<file path="config.mk">
export PLATFORM = sky130hd
export DESIGN_NAME = rcpu_mem_seq
export DESIGN_NICKNAME = d
export VERILOG_FILES = /design/src/rtl/rcpu_mem_seq.sv
export SDC_FILE = /design/constraint.sdc
export NUM_CORES = 1
export LEC_CHECK = 0
export CAP_MARGIN = 15
export CORE_MARGIN = 2
export CORE_UTILIZATION = 42
export DETAILED_ROUTE_END_ITERATION = 12
export PLACE_DENSITY = 0.77
export SLEW_MARGIN = 10
export SYNTH_ARGS = -nofsm -noshare
export SYNTH_HDL_FRONTEND = slang
export SYNTH_SLANG_ARGS = --single-unit
</file>
<file path="constraint.sdc">
create_clock -name clk -period 2.2 [get_ports clk]
set_clock_uncertainty 0.2 [all_clocks]
set_input_delay 0.33 -clock clk [delete_from_list [all_inputs] [get_ports clk]]
set_output_delay 0.33 -clock clk [all_outputs]
set_load 0.03 [all_outputs]
</file>
<file path="src/rtl/rcpu_mem_seq.sv">
// rcpu_mem_seq: splits one multi-word core request into consecutive single-word
// memory bus cycles at incrementing (wrapping) addresses, with wait-state
// tolerance through memReady and a per-word timeout that aborts with err.
module rcpu_mem_seq #(
  parameter int M         = 16,
  parameter int N         = 32,
  parameter int WORDS_MAX = 2,
  parameter int TIMEOUT   = 15
) (
  input  logic                           clk,
  input  logic                           rst,
  input  logic                           req,
  input  logic                           we,
  input  logic [N-1:0]                   addr,
  input  logic [$clog2(WORDS_MAX+1)-1:0] len,
  input  logic [M*WORDS_MAX-1:0]         wdata,
  output logic                           busy,
  output logic                           done,
  output logic                           err,
  output logic [M*WORDS_MAX-1:0]         rdata,
  output logic [N-1:0]                   memAddr,
  output logic [M-1:0]                   memWrite,
  output logic                           memRE,
  output logic                           memWE,
  input  logic [M-1:0]                   memRead,
  input  logic                           memReady
);

  localparam int LW = $clog2(WORDS_MAX + 1);
  localparam int KW = (WORDS_MAX > 1) ? $clog2(WORDS_MAX) : 1;
  localparam int WW = (TIMEOUT > 1) ? $clog2(TIMEOUT) : 1;

  localparam logic [LW-1:0] LEN_MAX = LW'(WORDS_MAX);
  localparam logic [WW-1:0] W_LAST  = WW'((TIMEOUT > 0) ? TIMEOUT - 1 : 0);

  typedef enum logic [1:0] {
    IDLE,
    ACCESS,
    DONE
  } state_t;

  state_t                 state_q, state_d;
  logic                   we_q;
  logic [N-1:0]           addr_q;
  logic [LW-1:0]          len_q;
  logic [M*WORDS_MAX-1:0] wdata_q;
  logic [KW-1:0]          k_q;
  logic [WW-1:0]          w_q;

  logic len_ok;
  logic last_word;
  logic timeout_hit;

  // Request qualification and per-word termination conditions.
  assign len_ok      = (len != '0) && (len <= LEN_MAX);
  assign last_word   = (LW'(k_q) == len_q - LW'(1));
  assign timeout_hit = (TIMEOUT != 0) && !memReady && (w_q == W_LAST);

  // State register; reset drops the FSM to IDLE asynchronously so the decoded
  // strobes fall without waiting for a clock edge.
  always_ff @(posedge clk or negedge rst) begin
    // NOTE: registers are updated with non-blocking assignments so every
    // always_ff sees the pre-edge value of every other register.
    if (!rst) state_q <= IDLE;
    else      state_q <= state_d;
  end

  // Next-state logic and Moore output decode from the registered state.
  always_comb begin
    // NOTE: every output gets a default before the case so no path leaves a
    // variable unassigned, which would otherwise infer a latch.
    state_d  = state_q;
    busy     = 1'b0;
    done     = 1'b0;
    memRE    = 1'b0;
    memWE    = 1'b0;
    memAddr  = '0;
    memWrite = '0;
    unique case (state_q)
      IDLE: begin
        if (req) state_d = len_ok ? ACCESS : DONE;
      end
      ACCESS: begin
        busy    = 1'b1;
        memRE   = ~we_q;
        memWE   = we_q;
        memAddr = addr_q + N'(k_q);
        if (we_q) memWrite = wdata_q[int'(k_q)*M +: M];
        if (memReady) begin
          if (last_word) state_d = DONE;
        end else if (timeout_hit) begin
          state_d = DONE;
        end
      end
      DONE: begin
        busy    = 1'b1;
        done    = 1'b1;
        state_d = IDLE;
      end
      default: state_d = IDLE;
    endcase
  end

  // Request latch, word index, wait counter, read-data capture and error flag.
  always_ff @(posedge clk or negedge rst) begin
    // NOTE: the wdata/rdata word arrays are small register banks, not RAM
    // macros, so they are reset along with the control state; this keeps the
    // observable rdata at 0 after reset.
    if (!rst) begin
      we_q    <= 1'b0;
      addr_q  <= '0;
      len_q   <= '0;
      wdata_q <= '0;
      k_q     <= '0;
      w_q     <= '0;
      rdata   <= '0;
      err     <= 1'b0;
    end else begin
      unique case (state_q)
        IDLE: begin
          if (req) begin
            we_q    <= we;
            addr_q  <= addr;
            len_q   <= len;
            wdata_q <= wdata;
            k_q     <= '0;
            w_q     <= '0;
            rdata   <= '0;
            err     <= ~len_ok;
          end
        end
        ACCESS: begin
          if (memReady) begin
            if (!we_q) rdata[int'(k_q)*M +: M] <= memRead;
            if (!last_word) begin
              k_q <= k_q + KW'(1);
              w_q <= '0;
            end
          end else if (TIMEOUT != 0) begin
            w_q <= w_q + WW'(1);
            if (timeout_hit) err <= 1'b1;
          end
        end
        default: ;
      endcase
    end
  end

endmodule

</file>
[Word level (Yosys, flattened, before mapping)]
Cells that the tools add are included.
Cells by class
  add/sub/neg operators: 5
  multiply operators: 0
  bitwise logic cells: 2
  order comparisons: 1
  reductions and logical operators: 13
  equality and inequality tests: 13
  multiplexer cells: 30
  divide/modulo/power cells: 0
  shifts and indexed selects: 3
Operators with widths (count)
  $mux W32: 4
  $pmux W32 S2: 1
  $neg A5 Y33: 1
  $shift A16 B33 Y32 const A: 1
  $shiftx A16 B33 Y32: 1
  $add A32 B1 Y32: 1
  $bwmux W32: 1
  $mux W16: 2
  $shiftx A32 B6 Y16: 1
  $mux W4: 3
  $ne A2 B2 Y1 const B: 6
  $reduce_and A4 Y1: 3
  $mux W1: 10
  $mux W2: 5
  $ne A3 B3 Y1 const B: 3
  $pmux W4 S2: 1
  $reduce_and A3 Y1: 2
  $add A4 B1 Y4 const B: 1
  $eq A4 B4 Y1 const B: 1
  $pmux W1 S2: 2
  $pmux W2 S2: 1
  $reduce_bool A2 Y1: 2
  $eq A1 B2 Y1: 1
  $eq A2 B1 Y1 const B: 1
  other kinds (10): 12
Storage, ports and cells
  input bits: 87
  output and inout bits: 85
  bits in latches: 0
  bits in writable memories: 0
  register bits after elaboration: 107
  memories: 0
  bits in read-only memories: 0

[Logic depth before layout (Yosys ltp)]
  word-level depth: 6
  depth in mapped cells: 9
  gate-level depth less buffers: 6

[Least setup slack after synthesis]
OpenSTA, ideal clock, no wires.
  path type: register to output
  start point: register addr_q[0]
  end point: output memAddr[18]
  buffers on the path: 1
  slack: -0.601 ns
  arrival: 2.271 ns
  cell stages (with the launch flop): 7
  path through: dfrtp_1 > ha_1 > nand4_2 > or3_4 > buf_6 > or4_1 > a21oi_1
On the way
  longest elaborated chain between the ends: 2
RTL lines
  start: declaration: RTL line 44  | logic [N-1:0] addr_q;
  start signal: assignment: RTL line 123  | addr_q <= addr;
  $add A32 B1 Y32: RTL line 87  | memAddr = addr_q + N'(k_q);
  $mux W32: RTL line 79  | unique case (state_q)
  end: declaration: RTL line 21  | output logic [N-1:0] memAddr,
Every way passes these cells.

[Worst setup path in the final report]
  start point: register addr_q[13]
  end point: output memAddr[25]
Same word-level chain as after synthesis.

==> results by group <==
Synthesis
  • Post-synthesis cell type count: 44
  • Fraction of synthesized area in multiplexers: 18.1%
  • Synth Area in Simple Gates: 12.6%
  • Synth Area in XOR/XNOR: 2.14%
  • Compound-Gate Fraction of Synth Area: 11.8%
  • Mapped Area: 5320 sq um
  • Register area share after synthesis: 50.3%
  • Main combinational cell family by area after synthesis: multiplexers
  • Adder-Cell Fraction of Synth Area: 1.65%
  • Mean area per synthesized cell: 11.4 sq um
  • Syn Inst Count: 466
  • Synth Register Bits: 107
  • Post-synth ARST share: 100%
  • Primary FF master, synth: dfrtp_1
  • Net Count, Synth: 560
  • Post-synth EDFFs: 0
  • Synth Warn #: 0

Clocking
  • Worst skew pair latency: 350 ps
  • CTS tree: built
  • CTS Root Cell: clkbuf_16
  • H-tree levels: 3
  • Clock tree sinks: 107
  • Max clock buf depth: 2
  • CTS clk-pin slew, worst paths: 70 ps
  • Cts bufs inserted: 9

STA
  • Least-Margin Pin Slew: 536 ps
  • Setup ws final: -650 ps
  • Post-layout min period: 2850 ps
  • Slew HR: 64.3%
  • Pins over their slew limit: 0
  • Peak Freq: 351 MHz
  • Final hold vios: 0
  • Minimum hold slack: 291 ps
  • Setup violations, final: 30
  • Fin crit share: 130%
  • Final TNS setup: -13,500 ps
  • RSZ-0062 raised after global routing: true

Routing
  • DR DRC count: 0
  • Number of vias per cell: 5.49
  • WL met1: 6730 um
  • Met3 WL: 1050 um
  • Met2 wire length: 9080 um
  • Drt first pass iters: 4
  • Vias: 4,965
  • ANT nets after route: 0
  • Wire per inst: 19.3 um
  • Top sig layer: met4
  • WL final: 17,500 um
  • DRT iter0 DRCs: 325

Placement
  • RePlAce Congestion: 0.888
  • IO buf count: 171
  • DP Area: 7980 sq um
  • Hpwl dp: 11,200 um
  • Placed Cells incl. Taps: 859

Final layout
  • Fin cells: 904
  • N_diodes: 0
  • Commonest non-fill, non-tap cell in the layout: clkdlybuf4s50_1
  • Share of cells above drive strength 1: 45.6%
  • Most frequent cells in the layout: 118 x clkdlybuf4s50_1, 106 x dfrtp_1, 82 x buf_4
  • Filler Cell Count: 808
  • Nets: 821
  • Area growth syn-to-layout: 73.8%
  • Final instance area: 9250 sq um

Global route
  • First-pass GRT wire length: 25,800 um
  • GRT overflow: 0
  • Pin count of the biggest net entering global routing: 39
  • Vias in the first global route: 5,160
  • Initial antenna violation count: 0
  • GRT Total Usage: 24.7%

Die
  • Die footprint: 13,600 sq um
  • Die H: 117 um
  • Chip Width: 117 um
  • Initial core utilization: 42.5%
  • IO Count: 172
  • Rows: 41
  • Core area: 12,500 sq um

Pwr
  • Worst VDD drop: 0.649 mV
  • PD cells: 1230 nW/um^2
  • Pleak: 3.82 nW

Worst setup path
  • Max incr delay on CP: 780 ps
  • Slowest stage cell on the critical path: or4_2
  • WP data arrival: 2320 ps
  • CP Cell Sequence: inv_1 -> or4_2 -> o31ai_1 -> buf_4 -> a21oi_4 -> buf_6
  • Worst setup startpoint: addr_q[13]
  • Crit Path Max Fanout: 5
  • Critical Path RT: 1670 ps
  • Critical R2R Launch: state_q[1]
  • CP startpoint kind: register
  • Endpoint kind of the worst setup timing path: primary output
  • Crit path kind: register to primary output

Worst hold path
  • Hold Path Class: input pin to async pin

Job
  • Max-cap viol count: 0

Status
  • Failing checks: negative setup slack
  • Outcome: finished, violations left
critical path: cells and delay by family (launching register included):
| kind | cells | cell delay, ps |
|---|---|---|
| AND/OR/NAND/NOR | 1 | 780 |
| buffers and inverters | 3 | 430 |
| AO/OA/AOI/OAI | 2 | 390 |
| flip-flops | 1 | 360 |
logic make-up after synthesis:
logic type	Yosys count
simple gates	120
flops	107
compound gates	89
mux	88
buf+inv	42
xor+xnor	13
fa+ha+maj	7
flip-flops by register name (all words and copies together), names as in the netlist:
signal   count
addr_q      32
rdata       32
wdata_q     32
w_q          4
len_q        2
state_q      2
err          1
k_q          1
we_q         1
final timing paths:
path                       depth (start not counted)  slack (ps)           to
max                                                6        -650  memAddr[25]
min                                                2         290   addr_q[17]
max reg2reg                                        9         130    rdata[26]
min reg2reg                                        1         310  wdata_q[21]
max in group asynchronous                          3         900   wdata_q[2]
min in group clk                                   1         310  wdata_q[21]
power by group:
part	switching [W]	leakage, nW	internal [W]
logic	0.00326	2.34	0.00309
registers	0.000652	1.33	0.00277
clock network	0.000726	0.150	0.000920
total	0.00464	3.82	0.00678
area by class of cell:
cell class                 count  area, sq um  area share, %
tap                          172          215           2.33
timing repair buffer         274         2780           30.1
clock inverter                 5         61.3          0.663
sequential                   107         2680           29.0
clock buffer                  11          243           2.63
inverter                      14         55.1          0.595
multi-input combinational    321         3210           34.7
what timing repair did:
action / in CTS / in global routing
gates resized for setup: 97 / 72
endpoints found under the hold margin: 36 / 0
hold buffers: 1 / 0
buffers inserted: 17 / 11
cloned: 5 / 1
endpoints found under the setup margin: 51 / 66
pin swaps: 27 / 38
synthesized netlist by cell type (7+ instances only):
library cell	number	share of area (%)
o31ai_1	11	1.6
or4_1	10	1.4
mux2_2	67	14
ha_1	7	1.6
a21oi_1	25	2.4
dfrtp_1	107	50
nand2b_1	7	0.82
nor4_1	8	0.94
a22o_1	33	5.4
clkbuf_1	17	1.2
nor2_1	30	2.1
inv_1	13	0.92
nand4_1	7	0.82
xnor2_1	10	1.6
nand2_1	17	1.2
nand3_1	13	1.2
o21ai_0	9	0.85
mux2i_1	21	4.0
stage by stage:
step	util [%]	total power, W	setup WS, ps
4_1_cts	71.4	0.0110	-655
2_1_floorplan	-	0.00640	-270
5_1_grt	73.9	0.0120	-731
6_report	73.9	0.0114	-650
3_5_place_dp	63.8	0.00873	-316
3_3_place_gp	63.8	0.00855	-284
per-layer routing:
layer  vias up  GRT usage, %
met5         -             0
met4         0          10.4
met3        55          5.66
met2       197          43.3
met1      2451          29.3
li1       2262             -
No activity file was read; power rests on OpenSTA's default activity.
